### src/rtl/wb_write_arbiter.sv
// Writeback arbiter: merges the fixed-timing ALU result with buffered load results onto the single register-file write port.
// Loads that lose arbitration wait in a small FIFO, and a newer ALU write to the same register kills them.
module wb_write_arbiter #(
  parameter int DEPTH = 4,
  parameter int XZR   = 31
) (
  input  logic        clk,
  input  logic        reset,
  input  logic        alu_valid,
  input  logic [4:0]  alu_reg,
  input  logic [63:0] alu_data,
  input  logic        ld_valid,
  output logic        ld_ready,
  input  logic [4:0]  ld_reg,
  input  logic [63:0] ld_data,
  input  logic [4:0]  query_reg1,
  input  logic [4:0]  query_reg2,
  output logic        pend1,
  output logic        pend2,
  output logic        RegWrite,
  output logic [4:0]  WriteRegister,
  output logic [63:0] WriteData
);

  localparam int PW = (DEPTH > 1) ? $clog2(DEPTH) : 1;
  localparam int CW = PW + 1;
  localparam logic [CW-1:0] FULL = CW'(DEPTH);
  localparam logic [4:0]    ZR   = 5'(XZR);

  logic [4:0]       entry_reg  [DEPTH];
  logic [63:0]      entry_data [DEPTH];
  logic [DEPTH-1:0] entry_live;

  logic [PW-1:0] rd_ptr;
  logic [PW-1:0] wr_ptr;
  logic [CW-1:0] count;

  logic alu_wr;
  logic ld_acc;
  logic fifo_empty;
  logic pop;
  logic bypass;
  logic push;
  logic push_live;

  assign fifo_empty = (count == '0);
  assign ld_ready   = !reset && (count != FULL);
  assign alu_wr     = alu_valid && (alu_reg != ZR);
  assign ld_acc     = ld_valid && ld_ready;
  assign pop        = !alu_wr && !fifo_empty;
  assign bypass     = !alu_wr && fifo_empty && ld_acc && (ld_reg != ZR);
  // Loads to XZR are simply consumed; they never take a FIFO slot.
  assign push       = ld_acc && (ld_reg != ZR) && (alu_wr || !fifo_empty);
  // A load pushed alongside an ALU write to the same register is already stale.
  assign push_live  = !(alu_wr && (ld_reg == alu_reg));

  always_comb begin
    pend1 = 1'b0;
    pend2 = 1'b0;
    for (int i = 0; i < DEPTH; i++) begin
      if (entry_live[i] && (entry_reg[i] == query_reg1) && (query_reg1 != ZR)) pend1 = 1'b1;
      if (entry_live[i] && (entry_reg[i] == query_reg2) && (query_reg2 != ZR)) pend2 = 1'b1;
    end
  end

  always_ff @(posedge clk) begin
    if (reset) begin
      rd_ptr     <= '0;
      wr_ptr     <= '0;
      count      <= '0;
      entry_live <= '0;
      for (int i = 0; i < DEPTH; i++) begin
        entry_reg[i]  <= '0;
        entry_data[i] <= '0;
      end
    end else begin
      if (alu_wr) begin
        for (int i = 0; i < DEPTH; i++) begin
          if (entry_reg[i] == alu_reg) entry_live[i] <= 1'b0;
        end
      end

      if (pop) begin
        entry_live[rd_ptr] <= 1'b0;
        rd_ptr             <= rd_ptr + 1'b1;
      end

      if (push) begin
        entry_reg[wr_ptr]  <= ld_reg;
        entry_data[wr_ptr] <= ld_data;
        entry_live[wr_ptr] <= push_live;
        wr_ptr             <= wr_ptr + 1'b1;
      end

      case ({push, pop})
        2'b10:   count <= count + 1'b1;
        2'b01:   count <= count - 1'b1;
        default: count <= count;
      endcase
    end
  end

  always_ff @(posedge clk) begin
    if (reset) begin
      RegWrite      <= 1'b0;
      WriteRegister <= '0;
      WriteData     <= '0;
    end else if (alu_wr) begin
      RegWrite      <= 1'b1;
      WriteRegister <= alu_reg;
      WriteData     <= alu_data;
    end else if (pop) begin
      // A killed head still drains, but produces no write.
      RegWrite <= entry_live[rd_ptr];
      if (entry_live[rd_ptr]) begin
        WriteRegister <= entry_reg[rd_ptr];
        WriteData     <= entry_data[rd_ptr];
      end
    end else if (bypass) begin
      RegWrite      <= 1'b1;
      WriteRegister <= ld_reg;
      WriteData     <= ld_data;
    end else begin
      RegWrite <= 1'b0;
    end
  end

endmodule

### config.mk
export PLATFORM = sky130hd
export DESIGN_NAME = wb_write_arbiter
export DESIGN_NICKNAME = d
export VERILOG_FILES = /design/src/rtl/wb_write_arbiter.sv
export SDC_FILE = /design/constraint.sdc
export NUM_CORES = 1
export LEC_CHECK = 0
export CELL_PAD_IN_SITES_DETAIL_PLACEMENT = 0
export CELL_PAD_IN_SITES_GLOBAL_PLACEMENT = 1
export CORE_MARGIN = 3
export CORE_UTILIZATION = 40
export DETAILED_ROUTE_END_ITERATION = 8
export PLACE_DENSITY = 0.73
export SLEW_MARGIN = 20
export SYNTH_ARGS = -nofsm -noshare
export SYNTH_HDL_FRONTEND = slang
export SYNTH_SLANG_ARGS = --single-unit
### constraint.sdc
create_clock -name clk -period 3.1 [get_ports clk]
set_input_delay 0.465 -clock clk [delete_from_list [all_inputs] [get_ports clk]]
set_output_delay 0.465 -clock clk [all_outputs]
set_load 0.02 [all_outputs]
==> impl_metrics.py, run 1 <==
metrics = {
    "clock_tree": {
        "tritoncts": "done",
        "clk_latency_ns": 0.54,
        "cts_root_buf": "clkbuf_16",
        "cts_sinks": 359,
        "htree_levels": 2,
        "path_clk_slew_ns": 0.06,
        "cts_buffers": 41,
        "max-clock-path-buffers": 3,
    },
    "timing": {
        "tightest_slew_ns": 0.855,
        "rsz0062_at_grt": "false",
        "min_period_ns": 2.79,
        "setup_tns_ns": 0,
        "hold_violations": 0,
        "finalSetupViolations": 0,
        "timing.fmax_mhz": 358,
        "setup_slack_ns": 0.306,
        "relSlewSlack": 0.430,
        "drv_slew": 0,
        "skew_ns": 0.0131,
        "period_share": 0.901,
    },
    "place": {
        "gp_congestion": 0.794,
        "place_ws_ns": 0.0508,
        "dp_hpwl_um": 28300,
        "portBuffers": 224,
    },
    "floorplan": {
        "die_h_um": 212,
        "die_area_mm2": 0.0448,
        "num_rows": 74,
        "coreArea_mm2": 0.0413,
        "ios": 225,
        "start_util": 0.410,
        "dieWidth_um": 212,
    },
    "global_routing": {
        "grt_usage": 0.204,
        "grt_pass1_wl_um": 70400,
        "met3_usage": 0.0393,
        "top_usage_layer": "met2",
        "grt_max_degree": 135,
        "grt_pass1_vias": 11959,
        "grt_use_met2": 0.345,
        "gr-usage-met1": 0.274,
        "antenna_found_initial": 6,
        "grt-ovfl-total": 0,
    },
    "worst_setup_path": {
        "max_stage_delay_ns": 0.50,
        "crit_arrival_ns": 2.33,
        "slowest_stage": "edfxtp_1",
        "worstSetupPathType": "reg2out",
        "cp_max_fo": 4,
        "path_buf_inv": 2,
        "critical-path-top-delay-family": "buffers and inverters",
        "critPathLaunch": "entry_reg[2][2]",
        "timing.rr.start": "count[0]",
        "crit_path_start_kind": "register",
        "setup.worst_path.end_class": "output pin",
        "path_cells": "buf_4, xor2_1, nor4_1, nand3_1, and4_1, a31oi_1, dlygate4sd2_1",
        "crit_required_ns": 2.63,
    },
    "routing": {
        "first_iter_violations": 658,
        "wl_um": 45800,
        "vias_per_cell": 5.29,
        "drc": 0,
        "vias": 11186,
        "ant_nets": 0,
        "routedWlPerCell_um": 21.6,
        "dr.pass1.iters": 5,
    },
    "synthesis": {
        "seq_area_frac_synth": 0.588,
        "syn-cell-area_mm2": 0.0169,
        "synth_fp_nets": 1503,
        "syn_inst": 1341,
        "synthArstFlopShare": 0,
        "synth_edf_count": 276,
        "avgSynthCellArea_um2": 12.6,
        "ys.flop_type": "edfxtp_1",
        "synth_cell_types": 42,
        "ys_ff_latch": 359,
        "synth_warnings": 0,
    },
    "finish": {
        "drive_above_1_share": 0.125,
        "fin_nets": 1713,
        "fillers": 3605,
        "layout_common_cells": "and2_1 (276), edfxtp_1 (276), clkdlybuf4s50_1 (222)",
        "syn_to_final_growth_pct": 25.9,
        "diodes": 0,
        "utilization": 0.516,
        "largest_register_ff_count": 256,
    },
    "hold_path": {
        "hold_path.startpoint": "WriteRegister[4]",
        "hp-class": "reg2reg",
    },
    "power": {
        "ir_drop_mv": 0.375,
        "power_switching_uw": 4500,
        "pwr-share-comb": 0.272,
        "p_seq_frac": 0.415,
        "p_clk_frac": 0.313,
        "powerDensity_mw_per_mm2": 696,
        "p_sw_frac": 0.303,
        "p_leak_uw": 0.00768,
        "intPower_uw": 10300,
    },
    "run_status": {
        "outcome": "finished, final reports clean",
    },
    "job": {
        "cap_violations": 0,
    },
}
## logic make-up after synthesis
group | Yosys count | share of synthesized area
and+or+nand+nor | 474 | 0.154
DFF | 359 | 0.588
buffers and inverters | 124 | 0.0333
xor gates and xnor gates | 68 | 0.0352
AOI/OAI and AO/OA | 235 | 0.0883
adders and majority gates | 10 | 0.00783
muxes | 71 | 0.0938
## synth_stat cells, types with 13 or more instances
| cell type | n | area, µm² |
|---|---|---|
| and2_1 | 276 | 1730 |
| xor2_1 | 45 | 394 |
| buf_2 | 27 | 135 |
| a21oi_1 | 146 | 731 |
| nor4_1 | 13 | 81.3 |
| o2bb2ai_1 | 64 | 561 |
| dfxtp_1 | 83 | 1660 |
| mux4_2 | 70 | 1580 |
| nand3_1 | 14 | 70.1 |
| inv_1 | 14 | 52.6 |
| nand2_1 | 143 | 537 |
| edfxtp_1 | 276 | 8290 |
| xnor2_1 | 23 | 201 |
| clkbuf_1 | 67 | 251 |
## per-stage QoR
step	total power [µW]	instances	cell area [µm²]	hold WS, ns
3_3_place_gp	10300	2038	20000	0.445
4_1_cts	15100	2114	21300	0.457
5_1_grt	15600	2116	21300	0.474
6_report	14800	2116	21300	0.452
3_5_place_dp	10400	2038	20000	0.446
2_1_floorplan	8700	1341	16900	0.504
## per-layer routing
layer | part of all wire | vias to the layer above | wire, µm
met4 | 0.020 | 12 | 938
li1 | - | 5276 | -
met2 | 0.48 | 292 | 22100
met5 | 0.0023 | - | 105
met1 | 0.44 | 5527 | 20100
met3 | 0.054 | 79 | 2450
## power by group through the flow
stage / clock [µW] / combinational (µW) / sequential [µW]
CTS: 4780 / 4110 / 6170
floorplan: 0 / 2370 / 6330
global placement: 0 / 4070 / 6250
finish: 4640 / 4040 / 6160
global route: 4960 / 4410 / 6230
detailed placement: 0 / 4090 / 6270
## worst min-delay path: cells and delay by family, from the launching register on
kind               cells  cell delay [ns]
and+or+nand+nor        1             0.05
DFF                    1             0.31
AOI/OAI and AO/OA      1             0.05
## timing repair
item,CTS,global route
hold buffers,0,0
gates resized for setup,1,1
pin swaps,0,0
setup endpoints to repair,1,1
buffers inserted,0,2
## area by class of cell
| class | count | area (µm²) | share of cell area |
|---|---|---|---|
| multi-input combinational | 858 | 6460 | 0.303 |
| tap | 532 | 666 | 0.0312 |
| clock inverter | 11 | 68.8 | 0.00323 |
| timing repair buffer | 276 | 2870 | 0.135 |
| inverter | 15 | 56.3 | 0.00264 |
| clock buffer | 65 | 1230 | 0.0577 |
| sequential | 359 | 9960 | 0.467 |
## worst paths after layout
kind | end | slack (ns) | depth (start not counted)
setup / recovery | pend1 | 0.31 | 7
hold reg to reg | WriteRegister[4] | 0.45 | 2
hold / removal | WriteRegister[4] | 0.45 | 2
setup reg to reg | entry_data[0][31] | 0.57 | 8
Power figures use the tool's default switching activity.
==> run 2: changes to the inputs <==
--- a/config.mk
+++ b/config.mk
@@ -5,12 +5,13 @@
 export SDC_FILE = /design/constraint.sdc
 export NUM_CORES = 1
 export LEC_CHECK = 0
+export ABC_AREA = 1
 export CELL_PAD_IN_SITES_DETAIL_PLACEMENT = 0
 export CELL_PAD_IN_SITES_GLOBAL_PLACEMENT = 1
 export CORE_MARGIN = 3
-export CORE_UTILIZATION = 40
+export CORE_UTILIZATION = 38
 export DETAILED_ROUTE_END_ITERATION = 8
-export PLACE_DENSITY = 0.73
+export PLACE_DENSITY = 0.75
 export SLEW_MARGIN = 20
 export SYNTH_ARGS = -nofsm -noshare
 export SYNTH_HDL_FRONTEND = slang
==> impl_metrics.py, run 2 <==
metrics = {
    "run_status": {
        "outcome": "finished, final reports clean",
    },
    "worst_setup_path": {
        "crit_arrival_ns": 2.44,
        "setup.worst_path.end_class": "output pin",
        "crit_path_start_kind": "register",
        "crit_path_end": "pend1",
        "timing.rr.start": "count[2]",
        "timing.rr.end": "entry_data[2][17]",
        "worstSetupPathType": "reg2out",
        "cp_max_fo": 5,
        "critPathLaunch": "entry_reg[1][0]",
        "crit_required_ns": 2.63,
        "rr_worst_depth": 9,
        "reg2reg_setup_slack_ns": 0.81,
    },
    "floorplan": {
        "start_util": 0.390,
        "ios": 225,
        "coreArea_mm2": 0.0448,
        "die_h_um": 220,
        "die_area_mm2": 0.0486,
        "num_rows": 77,
        "dieWidth_um": 220,
    },
    "global_routing": {
        "grt_usage": 0.210,
        "grt_pass1_wl_um": 79900,
        "antenna_found_initial": 0,
        "grt_pass1_vias": 14505,
        "grt-ovfl-total": 0,
        "grt_max_degree": 148,
    },
    "synthesis": {
        "yosysMostFrequentCell": "nor2_1",
        "synth_area_leaders": "edfxtp_1 (47%), nor2_1 (13%), dfxtp_1 (9.5%), nand2_1 (8.8%), o21ai_0 (4.4%)",
        "synthArstFlopShare": 0,
        "syn-cell-area_mm2": 0.0175,
        "synth_warnings": 0,
        "yosysTopAreaCell": "edfxtp_1",
        "ys_ff_latch": 359,
        "synthTopCellsByCount": "nor2_1 (589), nand2_1 (411), edfxtp_1 (276)",
        "ys.flop_type": "edfxtp_1",
        "yosysTopAreaCellShare": 0.475,
        "avgSynthCellArea_um2": 8.36,
        "synth_fp_nets": 2250,
        "syn_inst": 2088,
        "synth_edf_count": 276,
        "seq_area_frac_synth": 0.570,
        "synth_cell_types": 31,
    },
    "power": {
        "powerDensity_mw_per_mm2": 863,
        "p_leak_uw": 0.00913,
        "ir_drop_mv": 0.386,
    },
    "finish": {
        "layout_common_cells": "nor2_1 (589), nand2_1 (402), edfxtp_1 (276)",
        "diodes": 0,
        "fin_area_mm2": 0.0219,
        "syn_to_final_growth_pct": 25.7,
        "fin_nets": 2442,
        "utilization": 0.490,
        "largest_register_ff_count": 256,
        "final_common_cell": "nor2_1",
        "drive_above_1_share": 0.0592,
    },
    "timing": {
        "timing.fmax_mhz": 345,
        "holdWs_ns": 0.488,
        "drv_slew": 0,
        "finalSetupViolations": 0,
        "skew_ns": 0.00856,
        "period_share": 0.936,
        "hold_violations": 0,
        "tightest_slew_ns": 0.842,
        "relSlewSlack": 0.439,
        "rsz0062_at_grt": "false",
        "min_period_ns": 2.90,
    },
    "clock_tree": {
        "cts_root_buf": "clkbuf_16",
        "max-clock-path-buffers": 3,
        "path_clk_slew_ns": 0.07,
        "cts_hold_buf": 0,
        "cts_resized": 0,
        "cts_buffers": 42,
        "clk_latency_ns": 0.56,
        "tritoncts": "done",
        "cts_sinks": 359,
        "cts_setup_buffers": 0,
        "htree_levels": 2,
    },
    "place": {
        "dp_hpwl_um": 31700,
        "dpl-instance-area_mm2": 0.0205,
        "gp_congestion": 0.804,
        "portBuffers": 224,
    },
    "job": {
        "cap_violations": 0,
    },
    "routing": {
        "first_iter_violations": 1127,
        "vias_per_cell": 5.01,
        "wl_um": 51400,
        "vias": 14542,
        "dr.pass1.iters": 5,
        "routedWlPerCell_um": 17.7,
        "drc": 0,
        "ant_nets": 0,
    },
    "hold_path": {
        "hp-class": "reg2reg",
    },
}
## run 2: kinds of logic after synthesis
group / count (synthesis) / share of synthesized area
simple gates: 1119 / 0.253
buf+inv: 309 / 0.0738
fa+ha+maj: 10 / 0.00759
flops: 359 / 0.570
compound gates: 265 / 0.0827
xor+xnor: 26 / 0.0130
## run 2: power by group
group          total, µW  switching (µW)  internal, µW  leakage, µW
Clock               5100            2010          3090     0.000694
Sequential          6760             480          6280      0.00354
Combinational       7070            4510          2560      0.00490
## run 2: area by class of cell
type	count	area (µm²)
Fill cell	4349	22900
Multi-Input combinational cell	1420	6300
Timing Repair Buffer	271	2820
Inverter	186	702
Tap cell	592	741
Sequential cell	359	9950
Clock inverter	21	250
Clock buffer	56	1170
## run 2: per-stage QoR
step / std cells / power (µW) / setup slack, ns / setup TNS [ns]
2_1_floorplan: 2088 / 11200 / -0.316 / -21.80
3_5_place_dp: 2828 / 14000 / 0.169 / 0
4_1_cts: 2905 / 19100 / 0.190 / 0
6_report: 2905 / 18900 / 0.198 / 0
5_1_grt: 2905 / 20200 / 0.0855 / 0
3_3_place_gp: 2828 / 13900 / 0.218 / 0
## run 2: routing by layer
metal	wire [µm]	track usage	up-vias	part of all wire
li1	-	-	7145	-
met1	22900	0.283	6911	0.45
met2	24200	0.349	416	0.47
met3	3140	0.0343	70	0.061
met4	1120	0.0650	0	0.022
met5	0	0	-	0
## run 2: critical path, cell delays in order, from the launching register on
cell and delay, ns:
edfxtp_1 0.54, inv_1 0.19, o22ai_1 0.11, nor2_1 0.13, nand3_1 0.09, nand2_1 0.07
nor2_1 0.05, nor2_1 0.09, clkdlybuf4s50_1 0.61
## run 2: how the worst min path moves through the flow
stage	startpoint	end	slack, ns	cells after the start
after floorplan	count[2]	count[2]	0.49	2
after global placement	WriteData[49]	WriteData[49]	0.46	2
after detailed placement	WriteData[49]	WriteData[49]	0.48	2
after CTS	WriteData[49]	WriteData[49]	0.49	2
after global routing	WriteData[49]	WriteData[49]	0.50	2
final	WriteData[49]	WriteData[49]	0.49	2
